## src/rtl/bch_pkg.sv

```systemverilog
// Shared constants and types for the BCH(63,56) lookup arbiter.
// POS_TABLE maps a GF(2^6) syndrome alpha^j to error position j+1.
package bch_pkg;

  localparam int SYN_W = 6;

  typedef enum logic [1:0] {
    IDLE,
    LOOKUP,
    HOLD
  } state_t;

  localparam logic [SYN_W-1:0] POS_TABLE [64] = '{
    6'd0,  6'd1,  6'd2,  6'd7,  6'd3,  6'd13, 6'd8,  6'd27,
    6'd4,  6'd33, 6'd14, 6'd36, 6'd9,  6'd49, 6'd28, 6'd19,
    6'd5,  6'd25, 6'd34, 6'd17, 6'd15, 6'd53, 6'd37, 6'd55,
    6'd10, 6'd46, 6'd50, 6'd39, 6'd29, 6'd42, 6'd20, 6'd57,
    6'd6,  6'd63, 6'd26, 6'd12, 6'd35, 6'd32, 6'd18, 6'd48,
    6'd16, 6'd24, 6'd54, 6'd52, 6'd38, 6'd45, 6'd56, 6'd41,
    6'd11, 6'd62, 6'd47, 6'd31, 6'd51, 6'd23, 6'd40, 6'd44,
    6'd30, 6'd61, 6'd43, 6'd22, 6'd21, 6'd60, 6'd58, 6'd59
  };

endpackage

```

## src/rtl/bch_lookup_arb_rom.sv

```systemverilog
// Registered syndrome-to-position ROM.
// One-cycle read; output holds while en is low.
module gf64_pos_rom
  import bch_pkg::*;
(
  input  logic             clk,
  input  logic             rst,
  input  logic             en,
  input  logic [SYN_W-1:0] addr,
  output logic [SYN_W-1:0] data
);

  // registered table read, cleared on reset
  always_ff @(posedge clk) begin
    if (rst) data <= '0;
    else if (en) data <= POS_TABLE[addr];
  end

endmodule

```

## src/rtl/bch_lookup_arb.sv

```systemverilog
// Round-robin arbiter sharing one syndrome-to-position ROM.
// Grants one requester per lookup; result held until accepted.
module bch_lookup_arb #(
  parameter int N_REQ = 4,
  parameter int ID_W  = 2,
  parameter int SYN_W = 6
) (
  input  logic                   clk,
  input  logic                   rst,
  input  logic [N_REQ-1:0]       req,
  input  logic [N_REQ*SYN_W-1:0] syn,
  output logic [N_REQ-1:0]       gnt,
  output logic                   out_valid,
  output logic [SYN_W-1:0]       out_pos,
  output logic [ID_W-1:0]        out_id,
  output logic                   out_noerr,
  input  logic                   out_ready,
  output logic                   busy
);

  import bch_pkg::*;

  state_t           state;
  state_t           state_n;
  logic             arb;
  logic [ID_W-1:0]  ptr;
  logic [ID_W-1:0]  sel;
  logic [ID_W-1:0]  id_l;
  logic [SYN_W-1:0] syn_l;
  logic [SYN_W-1:0] syn_arr [N_REQ];
  logic [ID_W-1:0]  ptr_n;

  // unpack per-requester syndromes
  always_comb begin
    for (int i = 0; i < N_REQ; i++) begin
      syn_arr[i] = syn[i*SYN_W +: SYN_W];
    end
  end

  // first asserted req scanning upward from ptr, wrapping
  always_comb begin
    int idx;
    sel = '0;
    idx = 0;
    for (int k = N_REQ - 1; k >= 0; k--) begin
      idx = int'(ptr) + k;
      if (idx >= N_REQ) idx = idx - N_REQ;
      if (req[ID_W'(idx)]) sel = ID_W'(idx);
    end
  end

  assign ptr_n = (id_l == ID_W'(N_REQ - 1)) ? '0 : id_l + ID_W'(1);

  // next state and arbitration strobe
  always_comb begin
    state_n = state;
    arb     = 1'b0;
    unique case (state)
      IDLE: begin
        if (|req) begin
          arb     = 1'b1;
          state_n = LOOKUP;
        end
      end
      LOOKUP: state_n = HOLD;
      HOLD: begin
        if (out_ready) begin
          if (|req) begin
            arb     = 1'b1;
            state_n = LOOKUP;
          end else begin
            state_n = IDLE;
          end
        end
      end
      default: state_n = IDLE;
    endcase
  end

  // state register
  always_ff @(posedge clk) begin
    if (rst) state <= IDLE;
    else state <= state_n;
  end

  // grant, capture, result and pointer registers
  always_ff @(posedge clk) begin
    if (rst) begin
      gnt       <= '0;
      syn_l     <= '0;
      id_l      <= '0;
      ptr       <= '0;
      out_valid <= 1'b0;
      out_id    <= '0;
      out_noerr <= 1'b0;
    end else begin
      gnt <= '0;
      if (arb) begin
        gnt   <= {{(N_REQ-1){1'b0}}, 1'b1} << sel;
        syn_l <= syn_arr[sel];
        id_l  <= sel;
      end
      if (state == LOOKUP) begin
        out_valid <= 1'b1;
        out_id    <= id_l;
        out_noerr <= (syn_l == '0);
        ptr       <= ptr_n;
      end else if (state == HOLD && out_ready) begin
        out_valid <= 1'b0;
      end
    end
  end

  gf64_pos_rom u_rom (
    .clk  (clk),
    .rst  (rst),
    .en   (state == LOOKUP),
    .addr (syn_l),
    .data (out_pos)
  );

  assign busy = (state != IDLE);

endmodule

```

## config.mk

```make
export PLATFORM = sky130hd
export DESIGN_NAME = bch_lookup_arb
export DESIGN_NICKNAME = d
export VERILOG_FILES = /design/src/rtl/bch_pkg.sv /design/src/rtl/bch_lookup_arb_rom.sv /design/src/rtl/bch_lookup_arb.sv
export SDC_FILE = /design/constraint.sdc
export NUM_CORES = 1
export LEC_CHECK = 0
export ABC_AREA = 1
export CAP_MARGIN = 0
export CORE_UTILIZATION = 52
export DETAILED_ROUTE_END_ITERATION = 8
export GPL_ROUTABILITY_DRIVEN = 0
export PLACE_DENSITY = 0.87
export RECOVER_POWER = 50
export SETUP_SLACK_MARGIN = 0.15
export SLEW_MARGIN = 30
export SYNTH_ARGS = -nofsm -noshare
export SYNTH_HDL_FRONTEND = slang
export SYNTH_SLANG_ARGS = --single-unit
```

## constraint.sdc

```tcl
create_clock -name clk -period 2.2 [get_ports clk]
set_input_delay 0.33 -clock clk [delete_from_list [all_inputs] [get_ports clk]]
set_output_delay 0.33 -clock clk [all_outputs]
set_load 0.05 [all_outputs]
```

======== Word-level counts from Yosys, hierarchy flattened ========
Memories as Yosys holds them, arrays and structs flattened. A register that Yosys moved wholly into a read port is not among the register bits.
Index checks and enable logic that the tools add are counted.
word-level totals
  output and inout bits ................... 15
  logic and storage cells ................. 76
  flip-flop bits (word level) ............. 20
  memories kept ........................... 1
  input port bits ......................... 31
  memory bits (read-only) ................. 384
operators by class
  bitwise operators ....................... 3
  shifts and indexed selects .............. 1
  add/subtract/negate cells ............... 8
  reduce and logical (&&, ||, !) cells .... 8
  $lt $le $gt $ge ......................... 9
  eq/ne operators ......................... 5
  multiplexer cells ....................... 33
memory list
  memory            words  width  read ports  clocked after Yosys merged registers in  write ports  line                      text
  (name not given)  64     6      1           1                                        0            bch_lookup_arb_rom.sv:16  else if (en) data <= POS_TABLE[addr];
operators by type and width
  kind                   count
  $mux W2                11
  $lt A2 B4 Y1 const B   4
  $mux W1                13
  $bmux W6 S2            1
  $ge A3 B3 Y1 const B   4
  $mux W6                2
  $bmux W1 S2            4
  $sub A2 B1 Y2 const B  4
  $not A6 Y7             1
  $add A2 B2 Y3 const B  2
  $logic_not A6 Y1       1
  $pmux W2 S3            1
  $eq A2 B2 Y1 const B   2
  $ne A2 B2 Y1 const B   2
  $reduce_bool A2 Y1     2
  $reduce_or A4 Y1       1
  $shl A1 B2 Y4 const A  1
  $add A2 B1 Y3 const B  1
  $ge A2 B3 Y1 const B   1
  $not A2 Y3             1
  $add A2 B1 Y2 const B  1
  $eq A2 B1 Y1 const B   1
  $logic_not A2 Y1       1
  $pmux W1 S2            1
  4 further kinds        4

======== Depth between registers and ports, before layout ========
  word-level depth ........................ 14
  depth in mapped cells ................... 14
  depth with buffers taken out ............ 13

======== Modules after synthesis ========
Synthesis repeated with hierarchy kept, for this count alone.
second synthesis, totals
  cell total of the unflattened synthesis .. 382
  area, all modules ....................... 2339.7 sq um
modules (own cells, without submodules)
  module          cells each  seq. area each (sq um)  times used  area each (sq um)
  bch_lookup_arb  196         400.4                   1           1313.8
  gf64_pos_rom    186         120.1                   1           1026.0

======== Worst setup path before layout ========
OpenSTA, ideal clock, no wires.
  path kind ............................... reg2reg
  start point ............................. reg syn_l[1]
  end point ............................... reg u_rom.data[1]
  path slack .............................. 0.416 ns
  setup time .............................. 0.064 ns
  stages on the path, launching flop included .. 11
  clock period less this slack ............ 1.784 ns
  arrival time ............................ 1.720 ns
  buffers on the path ..................... 0
  required time ........................... 2.136 ns
  path through ............................ dfxtp_1 inv_1 ha_1 or2_2 nand3_1 o31ai_1 nand2_1 nand2_1 a211oi_1 nor2_1 nor2_1
between the ends
  word-level cells in the longest chain between the ends .. 1
ends and longest elaborated chain
  item                              line                      text
  start, declared                   bch_lookup_arb.sv:29      logic [SYN_W-1:0] syn_l;
  start signal, assigned            bch_lookup_arb.sv:100     syn_l <= syn_arr[sel];
  $not A6 Y7 (not written as such)  bch_lookup_arb_rom.sv:16
  end, declared                     bch_lookup_arb_rom.sv:10  output logic [SYN_W-1:0] data
No other way between the ends.
A chain may end at the register's enable or synchronous reset.

======== Final worst setup path ========
  start point ............................. reg state[1]
  end point ............................... out busy
between the ends
  word-level cells in the longest chain between the ends .. 1
ends and longest elaborated chain
  item                    line                   text
  start, declared         bch_lookup_arb.sv:23   state_t state;
  start signal, assigned  bch_lookup_arb.sv:83   else state <= state_n;
  $reduce_bool A2 Y1      bch_lookup_arb.sv:122  assign busy = (state != IDLE);
  end, declared           bch_lookup_arb.sv:18   output logic busy
No other way between the ends.

==> impl_metrics.tcl <==
set metrics [dict create \
    finalWirelength_um 5580 \
    ctsResizeCount 0 \
    timing.critical_path.required_ns 1.87 \
    first_pass_iters 7 \
    timing.hold.worst_path_depth 1 \
    critPathCapture "busy" \
    worst_path_dominant_cell_family "buffers and inverters" \
    synth_top_area_cell "dfxtp_1" \
    critical_path.startpoint_type "flop" \
    overflow_left_after_global_routing 0 \
    cp.depth 2 \
    ys_dominant_reg_cell "dfxtp_1" \
    post-synth-top-count-cell "nand2_1" \
    tritoncts.num_buffers 3 \
    post_synth.cell_area_avg_um2 6.25 \
    die_span_in_y_um 66.7 \
    wl_per_cell_um 12.6 \
    die_area_mm2 0.00445 \
    setup_tns_ns 0 \
    floorplan.initialDensity_pct 54.4 \
    type_of_the_tightest_min_delay_check "flop to flop" \
    tritoncts_clock_tree "built" \
    worst_ir_drop_vdd_mv 0.507 \
    synth_commonest_cells "nand2_1, inv_1, nand3_1" \
    timing_max_transition_violations_final 0 \
    timing.critical_path.to_type "primary output" \
    status "finished clean" \
    grt_antenna_before_repair 0 \
    critical_path.slowest_cell "clkdlybuf4s50_1" \
    pre_cts_slack_ns 0.112 \
    final.min_clock_period_ns 1.96 \
    number_of_nets_in_the_final_layout 439 \
    drc 0 \
    cp_num_buf_inv 1 \
    synth_fp_nets 392 \
    clock_sink_count 26 \
    dr.first_iter.drc_count 188 \
    whs_ns 0.471 \
    crit_path_start "state[1]" \
    synth-edff-count 0 \
    critical-path-max-stage-delay_ns 0.70 \
    final_min_period_over_clock_period_pct 89.0 \
    dpl_cell_area_mm2 0.00268 \
    via_count 2483 \
    ant_nets 0 \
    die_w_um 66.7 \
    setup_viol 0 \
    synth_area_leaders "dfxtp_1, nand2_1, nand3_1" \
    clock-skew-final_ns 0.00475 \
    rows 23 \
    placeable_core_region_mm2 0.00400 \
    synth_async_sr_flop_share_pct 0 \
    grt_pass1_wl_um 9070 \
    post_syn_area_mm2 0.00218 \
    worstMarginPinSlew_ns 0.511 \
    p_per_area_mw_per_mm2 863 \
    post_cts_buffers 0 \
    synth.yosys.seq_area_share_pct 23.9 \
    setup_repair_after_global_routing_missed_its_margin "false" \
    worst_skew_pair.late_latency_ns 0.28 \
    finalInstanceArea_mm2 0.00275 \
    postSynthCellCount 348 \
    drive_gt1_share_pct 9.14 \
    cts-htree-levels 1 \
    achievable-frequency_ghz 0.511 \
    netlist.area_leader.share_pct 23.9 \
    rr_worst_depth 9 \
    final_critical_path_setup_slack_ns 0.241 \
    largest_net_degree_at_the_start_of_global_routing 23 \
    yosys.cell_types.count 36 \
    boundaryPins 46 \
    path_clk_slew_ns 0.10 \
    diodes 0 \
    multiInputGateArea_mm2 0.00136 \
    buffer_ports.inserted 45 \
    num-fill-cells 348 \
    timing.max_slew.rel_slack_pct 65.8 \
    regToRegEndpoint "u_rom.data[5]" \
    post-layout-total-power_mw 2.37 \
    critical_path.cell_chain "or2_2 > clkdlybuf4s50_1" \
    ctsHoldBuffers 0 \
    rr_startpoint "syn_l[0]" \
    hold_viol_final 0 \
    vias_per_cell 5.59 \
    regArea_um2 520 \
    cts_max_path_buffers 2 \
    cts.root.buffer_cell "clkbuf_8" \
    yosys_warnings 0 \
    grt.total_usage_pct 26.1 \
    first_global_vias 2139 \
    ys_seq_elements 26 \
    post_dp_hpwl_um 4210 \
    flow.area_growth_from_synthesis_pct 26.2 \
    worst-r2r-setup-slack_ns 0.33 \
    critPathMaxFanout 4 \
    critical_path_arrival_ns 1.63 \
    path_class "flop to primary output" \
    maxCapViolCount 0 \
    static_leakage_nw 1.40 \
]
[final cells by class]
class	instances	share of cell area, %
inverter	58	7.93
multi-input combinational	251	49.4
clock inverter	1	1.09
timing repair buffer	55	18.9
clock buffer	3	1.50
tap	50	2.28
sequential	26	19.0
[logic make-up after synthesis]
kind of cell               count (synthesis)  share of synthesized area (%)
and+or+nand+nor                          170                           36.3
buffers and inverters                     71                           13.7
AOI/OAI and AO/OA                         68                           18.5
DFF                                       26                           23.9
adders and majority gates                 13                           7.48
[registers in the layout, summed over array words and instances (netlist names)]
signal	count
syn_l	6
out_noerr	1
ptr	2
id_l	2
out_id	2
state	2
u_rom.data	6
out_valid	1
gnt	4
[placed cells by master (no fill, tap or decap), types with 3 or more instances in the layout]
cell type,count
inv_2,3
o21ai_0,23
clkbuf_8,3
nand3_1,48
ha_1,13
nand2_2,4
clkdlybuf4s50_1,38
inv_1,54
nor2_1,22
a21oi_1,22
dlygate4sd3_1,7
or2_2,4
nand2_1,78
buf_4,8
nand3_2,9
a211oi_1,3
dfxtp_1,26
o211ai_1,3
[per-layer routing]
| layer | track usage (%) | vias to the layer above | part of all wire [%] |
|---|---|---|---|
| met5 | 0 | - | 0 |
| met4 | 10.1 | 0 | 2.0 |
| met3 | 3.25 | 17 | 7.5 |
| met2 | 42.0 | 139 | 46 |
| met1 | 35.1 | 1090 | 45 |
| li1 | - | 1237 | - |
[worst min path at each step]
stage             start        to  slack, ns
2_1_floorplan       rst  state[0]       0.42
3_3_place_gp   state[0]  state[1]       0.44
3_5_place_dp   state[0]  state[1]       0.45
4_1_cts        state[0]  state[1]       0.47
5_1_grt        state[0]  state[1]       0.50
6_report       state[0]  state[1]       0.47
[per-stage QoR]
| step | util, % | instances |
|---|---|---|
| after detailed placement | 67.1 | 440 |
| final | 68.7 | 444 |
| after CTS | 68.8 | 444 |
| after floorplan | - | 348 |
| after global routing | 68.7 | 444 |
| after global placement | 67.1 | 440 |
[power by group]
group	switching, mW	total (mW)	internal, mW
logic	0.882	1.36	0.481
clock network	0.162	0.406	0.244
registers	0.0513	0.600	0.548
Power figures use the tool's default switching activity.
==> RTL edit, RTL diff (same settings) <==
Put one more register stage on the output `out_noerr`, cleared by the reset. The value now appears one clock later. The other outputs are not delayed to match.
--- a/src/rtl/bch_lookup_arb.sv
+++ b/src/rtl/bch_lookup_arb.sv
@@ -19,6 +19,8 @@
 );
 
   import bch_pkg::*;
+
+  logic out_noerr_s0;
 
   state_t           state;
   state_t           state_n;
@@ -92,7 +94,7 @@
       ptr       <= '0;
       out_valid <= 1'b0;
       out_id    <= '0;
-      out_noerr <= 1'b0;
+      out_noerr_s0 <= 1'b0;
     end else begin
       gnt <= '0;
       if (arb) begin
@@ -103,7 +105,7 @@
       if (state == LOOKUP) begin
         out_valid <= 1'b1;
         out_id    <= id_l;
-        out_noerr <= (syn_l == '0);
+        out_noerr_s0 <= (syn_l == '0);
         ptr       <= ptr_n;
       end else if (state == HOLD && out_ready) begin
         out_valid <= 1'b0;
@@ -121,5 +123,13 @@
 
   assign busy = (state != IDLE);
 
+  always_ff @(posedge clk) begin
+    if (rst) begin
+      out_noerr <= '0;
+    end else begin
+      out_noerr <= out_noerr_s0;
+    end
+  end
+
 endmodule
 
Behaviour: not the same (a bounded check fails within 4 cycles, from zero or initial values and one cycle with rst high).
==> RTL edit against the unedited design <==
- worst setup slack worse by 0.019 ns
- final area down 1.2%
- sequential cell count increased by 1
- fmax decreased by 0.97%
- clock power shrank 31%
- largest power group unchanged
- synthesized area increased by 0.81%
- die area increased by 0.78%
- non-clock buffer count decreased by 1
- routed wire length is 3.8% lower
- power down 8.5%
- sequential power is 7.5% higher
==> RTL edit: results (changes against the unedited design) <==
rrSetupSlack_ns: 0.22  # -0.11 ns
critical-path-slowest-cell: "dfxtp_1"
synthTopCellsByArea: "dfxtp_1 (25%), nand2_1 (11%), nand3_1 (10%)"
cts_made_buffers: 3  # unchanged
synth_xor_area_frac: 0  # unchanged
yosys-top-cells-count: "nand2_1 (65), inv_1 (55), nand3_1 (46)"
whs_endpoint: "out_noerr"
reg2reg_from: "syn_l[2]"
synth_cell_type_count: 32  # -11%
synthAdderAreaFrac: 0.0742  # -0.000597
synth-compound-area-share: 0.194  # +0.00879
instances_no_fill: 438  # -1.4%
yosys_warnings: 0  # unchanged
holdWs_ns: 0.433  # -0.0379 ns
grt_pass1_wl_um: 8800  # -3.0%
grtUsageTotal: 0.251  # -0.0103
synthFlopType: "dfxtp_1"
worst-r2r-cell-count: 7  # -2
synth_cells: 346  # -0.57%
path_delay_family: "simple AND/OR/NAND/NOR gates"
p_leak_nw: 1.34  # -4.4%
reg2reg_to: "u_rom.data[1]"
finalNetCount: 433  # -1.4%
tns_ns: 0  # unchanged
synthesis.nets: 390  # -0.51%
ir_drop_mv: 0.335  # -34%
finalWirelength_um: 5370  # -3.8%
dp_hpwl_um: 4110  # -2.3%
status: "finished, final reports clean"
cpPeakStageDelay_ns: 0.54  # -0.16 ns
antenna_found_initial: 0  # unchanged
synth-seq-area-share: 0.246  # +0.00722
path_clk_slew_ns: 0.09
cts_buffer_depth: 2  # unchanged
worstSkewPairLatency_ns: 0.27
postCtsSetupBuffers: 0  # unchanged
vias: 2424  # -2.4%
min-delay-start: "out_noerr_s0"
clock_skew_ns: 0.00492  # +0.000171 ns
relSlewSlack: 0.586  # -0.0721
final_layout_size_suffix_gt1_frac: 0.0979  # +0.00657
cp.arrival_ns: 2.18  # +0.55 ns
hp-class: "reg2reg"
drt_iter0_drc: 243  # +29%
drtPass1Iterations: 6  # -1
whs_path_depth: 2  # +1
grt_max_degree: 25  # +8.7%
grt_pass1_vias: 2134  # -0.23%
crit_path_max_fanout: 14  # +10
fillCellCount: 361  # +3.7%
p_int_mw: 1.14  # -10%
-- RTL edit: changes by cell type after synthesis, sizes merged, moves of 3 or more --
cell	before	now
clkbuf	6	9
inv	57	60
nor2	23	19
a21oi	22	19
nand2	83	79
o211ai	3	8
o2111ai	0	3
nand3	57	49
o21ai	25	32
-- RTL edit: metrics by stage --
step,instance area [sq um],utilization,setup WS (ns)
2_1_floorplan,2190,-,0.436
3_3_place_gp,2670,0.663,0.197
3_5_place_dp,2670,0.663,0.123
4_1_cts,2720,0.674,0.243
5_1_grt,2710,0.674,0.160
6_report,2710,0.674,0.222
-- RTL edit: layout make-up --
class | instances | area [sq um] | area share
Multi-Input combinational cell | 242 | 1320 | 0.486
Sequential cell | 27 | 542 | 0.200
Timing Repair Buffer | 54 | 514 | 0.189
Inverter | 61 | 231 | 0.0853
Tap cell | 50 | 62.6 | 0.0231
Clock buffer | 4 | 45.0 | 0.0166
-- RTL edit: worst max path at each step --
stage / slack [ns] / to / from / depth (start not counted)
finish: 0.22 / u_rom.data[1] / syn_l[2] / 7
global route: 0.16 / u_rom.data[1] / syn_l[2] / 7
CTS: 0.24 / busy / state[1] / 2
detailed placement: 0.12 / syn_l[1] / req[3] / 14
global placement: 0.20 / syn_l[3] / req[2] / 14
floorplan: 0.44 / u_rom.data[1] / syn_l[1] / 8
-- RTL edit: power by group through the flow --
stage	logic, mW	clock network (mW)	registers (mW)
after floorplan	0.835	0	0.741
after global placement	1.20	0	0.651
after detailed placement	1.22	0	0.653
after CTS	1.23	0.289	0.641
after global routing	1.38	0.304	0.654
final	1.24	0.281	0.645
-- RTL edit: cell families (layout without fill, tap and decap cells) --
kind of cell    count (synthesis)  after routing
simple gates                  155            155
flops                          27             27
buf+inv                        77            119
compound gates                 74             74
fa+ha+maj                      13             13
-- RTL edit: repair_timing --
item                                   in CTS  in global routing
setup endpoints to repair                   0                  6
gates resized for setup                     0                  1
endpoints found under the hold margin       0                  0
-- RTL edit: worst register-to-register path, stage by stage (launching register included) --
cell and delay [ns]:
dfxtp_1 0.54, inv_1 0.30, or2_2 0.40, nand3_1 0.08, o21ai_0 0.08, o21ai_0 0.28, nand2_1 0.08, a31oi_1 0.16
-- RTL edit: metal layers --
| metal | vias to the layer above | track usage | share of wire |
|---|---|---|---|
| met4 | 0 | 0.0957 | 0.017 |
| met2 | 117 | 0.424 | 0.47 |
| met5 | - | 0 | 0 |
| li1 | 1213 | - | - |
| met3 | 17 | 0.0411 | 0.073 |
| met1 | 1077 | 0.315 | 0.44 |
